<file path="config.mk">
export PLATFORM = sky130hd
export DESIGN_NAME = mac_sequencer
export DESIGN_NICKNAME = d
export VERILOG_FILES = /design/src/rtl/mac_sequencer.sv
export SDC_FILE = /design/constraint.sdc
export NUM_CORES = 1
export LEC_CHECK = 0
export ABC_AREA = 1
export BUFFER_PORTS_ARGS = -buffer_cell sky130_fd_sc_hd__buf_2
export CELL_PAD_IN_SITES_DETAIL_PLACEMENT = 1
export CELL_PAD_IN_SITES_GLOBAL_PLACEMENT = 2
export CORE_ASPECT_RATIO = 1.1
export CORE_MARGIN = 2
export CORE_UTILIZATION = 30
export CTS_CLUSTER_DIAMETER = 150
export CTS_CLUSTER_SIZE = 10
export DETAILED_ROUTE_END_ITERATION = 6
export PLACE_DENSITY_LB_ADDON = 0.1
export SYNTH_ARGS = -nofsm -noshare
export SYNTH_HDL_FRONTEND = slang
export SYNTH_SLANG_ARGS = --single-unit
export TNS_END_PERCENT = 50
</file>
<file path="constraint.sdc">
create_clock -name clk -period 2.3 [get_ports clk]
set_input_delay 0 -clock clk [delete_from_list [all_inputs] [get_ports clk]]
set_output_delay 0 -clock clk [all_outputs]
set_load 0.02 [all_outputs]
</file>
<file path="src/rtl/mac_sequencer.sv">
// Multiply/accumulate job sequencer: walks the multiplier lanes, crossbar and
// accumulators through pass_count passes per job, with a ready timeout.
module mac_sequencer #(
  parameter int IN_PORTS  = 4,
  parameter int OUT_PORTS = 4,
  parameter int ADDR_LEN  = 8,
  parameter int ROUTE_LAT = 1,
  parameter int TIMEOUT   = 255
) (
  input  logic                 clk,
  input  logic                 rst_n,
  input  logic                 go,
  input  logic [7:0]           pass_count,
  input  logic [ADDR_LEN-1:0]  route_addr,
  input  logic                 direct_cfg,
  input  logic [OUT_PORTS-1:0] add_mask,
  input  logic                 op_valid,
  output logic                 op_ready,
  input  logic [IN_PORTS-1:0]  m_ready,
  output logic [IN_PORTS-1:0]  m_start,
  output logic [ADDR_LEN-1:0]  addr_sel,
  output logic                 direct,
  output logic [OUT_PORTS-1:0] add,
  output logic                 acc_clr,
  output logic                 busy,
  output logic                 done,
  output logic                 err,
  output logic [7:0]           pass_idx
);

  typedef enum logic [2:0] {
    IDLE, CLEAR, WAIT_OP, START, MULT, ROUTE, ADD, DONE
  } state_t;

  localparam logic [8:0] TMO_LIMIT  = 9'(TIMEOUT);
  localparam logic [3:0] ROUTE_LAST = 4'(ROUTE_LAT - 1);

  state_t               state_q, state_d;
  logic [7:0]           pass_count_q, pass_count_d;
  logic [OUT_PORTS-1:0] add_mask_q, add_mask_d;
  logic [ADDR_LEN-1:0]  addr_sel_q, addr_sel_d;
  logic                 direct_q, direct_d;
  logic [7:0]           pass_idx_q, pass_idx_d;
  logic                 err_q, err_d;
  logic [7:0]           tmo_cnt_q, tmo_cnt_d;
  logic [3:0]           route_cnt_q, route_cnt_d;
  logic                 blank_q, blank_d;

  logic                 op_ready_q, op_ready_d;
  logic [IN_PORTS-1:0]  m_start_q, m_start_d;
  logic [OUT_PORTS-1:0] add_q, add_d;
  logic                 acc_clr_q, acc_clr_d;
  logic                 busy_q, busy_d;
  logic                 done_q, done_d;

  always_comb begin
    state_d      = state_q;
    pass_count_d = pass_count_q;
    add_mask_d   = add_mask_q;
    addr_sel_d   = addr_sel_q;
    direct_d     = direct_q;
    pass_idx_d   = pass_idx_q;
    err_d        = err_q;
    tmo_cnt_d    = tmo_cnt_q;
    route_cnt_d  = route_cnt_q;
    blank_d      = blank_q;

    case (state_q)
      IDLE: begin
        if (go) begin
          pass_count_d = pass_count;
          add_mask_d   = add_mask;
          addr_sel_d   = route_addr;
          direct_d     = direct_cfg;
          err_d        = 1'b0;
          pass_idx_d   = 8'd0;
          state_d      = (pass_count == 8'd0) ? DONE : CLEAR;
        end
      end
      CLEAR: state_d = WAIT_OP;
      WAIT_OP: begin
        if (op_valid && op_ready_q) state_d = START;
      end
      START: begin
        tmo_cnt_d = 8'd0;
        blank_d   = 1'b1;
        state_d   = MULT;
      end
      MULT: begin
        // The first MULT cycle ignores m_ready so stale ready from the previous
        // operation cannot be mistaken for completion.
        if (blank_q) begin
          blank_d = 1'b0;
        end else if (&m_ready) begin
          route_cnt_d = 4'd0;
          state_d     = ROUTE;
        end else if (({1'b0, tmo_cnt_q} + 9'd1) == TMO_LIMIT) begin
          err_d   = 1'b1;
          state_d = DONE;
        end else begin
          tmo_cnt_d = tmo_cnt_q + 8'd1;
        end
      end
      ROUTE: begin
        if (route_cnt_q == ROUTE_LAST) state_d = ADD;
        else route_cnt_d = route_cnt_q + 4'd1;
      end
      ADD: begin
        if (({1'b0, pass_idx_q} + 9'd1) == {1'b0, pass_count_q}) begin
          state_d = DONE;
        end else begin
          pass_idx_d = pass_idx_q + 8'd1;
          state_d    = WAIT_OP;
        end
      end
      DONE: state_d = IDLE;
      default: state_d = IDLE;
    endcase

    // Outputs are decoded from the next state so they line up with it once registered.
    op_ready_d = (state_d == WAIT_OP);
    m_start_d  = (state_d == START) ? {IN_PORTS{1'b1}} : {IN_PORTS{1'b0}};
    add_d      = (state_d == ADD) ? add_mask_d : {OUT_PORTS{1'b0}};
    acc_clr_d  = (state_d == CLEAR);
    busy_d     = (state_d != IDLE);
    done_d     = (state_d == DONE);
  end

  always_ff @(posedge clk or negedge rst_n) begin
    if (!rst_n) begin
      state_q      <= IDLE;
      pass_count_q <= 8'd0;
      add_mask_q   <= '0;
      addr_sel_q   <= '0;
      direct_q     <= 1'b0;
      pass_idx_q   <= 8'd0;
      err_q        <= 1'b0;
      tmo_cnt_q    <= 8'd0;
      route_cnt_q  <= 4'd0;
      blank_q      <= 1'b0;
      op_ready_q   <= 1'b0;
      m_start_q    <= '0;
      add_q        <= '0;
      acc_clr_q    <= 1'b0;
      busy_q       <= 1'b0;
      done_q       <= 1'b0;
    end else begin
      state_q      <= state_d;
      pass_count_q <= pass_count_d;
      add_mask_q   <= add_mask_d;
      addr_sel_q   <= addr_sel_d;
      direct_q     <= direct_d;
      pass_idx_q   <= pass_idx_d;
      err_q        <= err_d;
      tmo_cnt_q    <= tmo_cnt_d;
      route_cnt_q  <= route_cnt_d;
      blank_q      <= blank_d;
      op_ready_q   <= op_ready_d;
      m_start_q    <= m_start_d;
      add_q        <= add_d;
      acc_clr_q    <= acc_clr_d;
      busy_q       <= busy_d;
      done_q       <= done_d;
    end
  end

  assign op_ready = op_ready_q;
  assign m_start  = m_start_q;
  assign addr_sel = addr_sel_q;
  assign direct   = direct_q;
  assign add      = add_q;
  assign acc_clr  = acc_clr_q;
  assign busy     = busy_q;
  assign done     = done_q;
  assign err      = err_q;
  assign pass_idx = pass_idx_q;

endmodule

</file>
==> reports/results.txt <==
Simple-gate area share of the yosys netlist: 33.4%
Rows: 38
Die Wd: 99.0 um
Core Box Area: 0.00975 mm^2
Mux cell area share after synthesis: 0%
# port buffers: 58
Synth Register Bits: 55
Syn Inst Count: 372
Antenna viol nets, final: 0
Crit path arrival time: 2280 ps
Final Hold Fails: 0
Reg-to-Reg Start: pass_idx[0]
TritonCTS clock tree: yes
Most common cell after layout, fill and taps aside: nand2_1
CTS Sinks: 55
Pleak: 1.91 nW
FF-to-FF End: pass_idx[6]
FF+latch area: 0.00138 mm^2
Top Family by Delay on Critical Path: simple AND/OR/NAND/NOR gates
Peak Freq: 0.484 GHz
Dpl hpwl: 5960 um
Crit path cell chain: ha_1, nand3_2, nand2_1, nand2_1, nand2_1, nand2_1, nor2_1, nand2_1, nor2_4, nand3_2, nand2_4, nand2_4, nand3b_1, nand2_1
Crit start category: flop
Residual DRC: 0
Largest net degree at the start of global routing: 43
RSZ-0062 raised after global routing: false
Max Slew Vio Count: 0
Fraction of layout cells with a size suffix above 1: 24.2%
Tcrit/Tclk final: 89.9%
Post-place setup slack: 248 ps
Share of the synthesized area in the top cell type: 46.2%
Starting Density: 30.5%
Status: finished, final reports clean
Vias in the first global route: 2,857
Placer Congestion: 0.750
Min-delay worst type: in2reg
Worst-path clk slew: 110 ps
Height of the die: 108 um
Worst-Skew Late Latency: 310 ps
Syn Nets: 406
Die area: 0.0107 mm^2
# IOs: 59
Area fraction in compound gates after synthesis: 8.20%
Setup violations, final: 0
Adder-cell share of the synthesized area: 2.10%
Area growth syn-to-layout: 24.9%
PD cells: 983 mW/mm^2
First-pass GRT wire length: 13,800 um
Diode count: 0
Mapped Avg Cell Area: 8.00 um^2
GRT overflow: 0
Slowest stage cell on the critical path: dfrtp_1
Max-cap viol count: 0
Buffer count from post-CTS setup fixing: 0
R2R cell count: 14
Post-synthesis sequential area ratio: 46.2%
Vias per cell: 4.61
PnR worst setup slack: 232 ps
GRT Total Usage: 16.1%
Nets: 488
CP Buf/Inv Count: 0
Hold path start: go
Setup Skew: 5.35 ps
Max VDD drop: 350 uV
Routed length per instance: 13.9 um
Synth cell types: 34
WHS Endpoint: err
Htree depth: 2
CP max FO: 9
Worst-Margin Slew: 465 ps
Multi-input gate area: 0.00135 mm^2
Slowest cell delay on critical path: 470 ps
Critical path required time: 2510 ps
Fill cells: 1,201
Hold path depth: 5
PnR Total Power: 0.00365 W
Total Wirelength: 8000 um
R2R setup slack: 230 ps
Initial antenna violation count: 0
Netlist Area Pre-Place: 0.00298 mm^2
Vias: 2,651
Crit end category: flop
Longest Clk Path Bufs: 2
XOR/XNOR Fraction of Synth Area: 1.47%
Area contributors post-synth: dfrtp_1 (46%), nand2_1 (14%), inv_1 (5.8%), nand3_1 (5.4%), nor2_1 (2.4%)
CTS Buf Count: 5
Commonest non-fill, non-tap cells in the layout: nand2_1 (111), buf_2 (58), dfrtp_1 (55), inv_1 (46), nand3_1 (32)
Combinational family with the most area after synthesis: simple AND/OR/NAND/NOR gates
Synth warnings: 0
Slew headroom: 69.0%
Most Frequent Cell on Critical Path: nand2_1
CTS Root Cell: clkbuf_8
Min cycle time layout: 2070 ps
Crit path kind: reg2reg
Synth area leader: dfrtp_1
Drt first pass iters: 4
TNS Setup: 0 ps
1st-iter DRT viols: 32
-- timing repair --
action                    4_1_cts  5_1_grt
hold buffers                   23        0
hold endpoints to repair       81        0
resized for setup               0        0
-- worst max-delay path by stage --
stage                             from           end  depth (start not counted)
after floorplan            pass_idx[0]   pass_idx[0]                         14
after global placement    tmo_cnt_q[1]  tmo_cnt_q[0]                         12
after detailed placement   pass_idx[0]   pass_idx[6]                         14
after CTS                  pass_idx[0]   pass_idx[2]                         14
after global routing      tmo_cnt_q[0]  tmo_cnt_q[0]                         12
final                      pass_idx[0]   pass_idx[6]                         14
-- kinds of logic (layout without fill, tap and decap cells) --
group / Yosys count / in the layout
simple gates: 207 / 207
flops: 55 / 55
xor+xnor: 5 / 5
compound gates: 37 / 37
buf+inv: 63 / 146
fa+ha+maj: 5 / 5
-- flip-flops by register name (all words and copies together), names as in the netlist --
signal        count
pass_idx          8
op_ready          1
blank_q           1
direct            1
tmo_cnt_q         8
addr_sel          8
add_mask_q        4
m_start           1
err               1
route_cnt_q       4
pass_count_q      8
acc_clr           1
add               4
done              1
busy              1
state_q           3
-- layer usage --
metal | wire length, um | share of wire (%) | track usage (%) | vias to the layer above
met4 | 161 | 2.0 | 5.09 | 0
met2 | 3920 | 49 | 27.5 | 37
met3 | 186 | 2.3 | 2.13 | 9
met1 | 3740 | 47 | 21.1 | 1271
li1 | - | - | - | 1334
met5 | 0 | 0 | 0 | -
-- synth_stat cells, drive strengths merged --
| library cell | instances |
|---|---|
| a211oi | 4 |
| a21oi | 13 |
| and2 | 1 |
| buf | 4 |
| clkbuf | 5 |
| dfrtp | 55 |
| ha | 5 |
| inv | 54 |
| nand2 | 118 |
| nand3 | 37 |
| nand3b | 7 |
| nand4 | 7 |
| nor2 | 28 |
| nor3 | 3 |
| nor4 | 1 |
| o21ai | 12 |
| o21bai | 2 |
| o22ai | 1 |
| o31ai | 5 |
| or2 | 5 |
| xnor2 | 2 |
| xor2 | 3 |
-- area by class of cell --
class | instances | area share [%]
clock buffer | 5 | 1.85
clock inverter | 3 | 0.538
inverter | 54 | 5.45
multi-input combinational | 254 | 36.2
sequential | 55 | 37.0
tap | 120 | 4.04
timing repair buffer | 84 | 14.9
-- worst register-to-register path, cell delays in order, from the launching register on --
cell and delay [ps]:
dfrtp_1 470, ha_1 260, nand3_2 110, nand2_1 100, nand2_1 70, nand2_1 60
nand2_1 60, nor2_1 100, nand2_1 90, nor2_4 110, nand3_2 90, nand2_4 140
nand2_4 110, nand3b_1 130, nand2_1 60
-- through the flow --
stage / area [um^2] / utilization [%] / cells / hold WS [ps]
after floorplan: 2980 / - / 372 / -296
after global placement: 3400 / 34.9 / 544 / -63.0
after detailed placement: 3400 / 34.9 / 544 / -63.6
after global routing: 3720 / 38.2 / 575 / 128
after CTS: 3720 / 38.2 / 575 / 75.3
final: 3720 / 38.2 / 575 / 94.5
-- report_power, final --
part / switching [W] / internal, W
clock network: 0.000345 / 0.000213
registers: 0.000204 / 0.00127
logic: 0.00109 / 0.000538
total: 0.00164 / 0.00202
(Power assumes the default switching activity.)
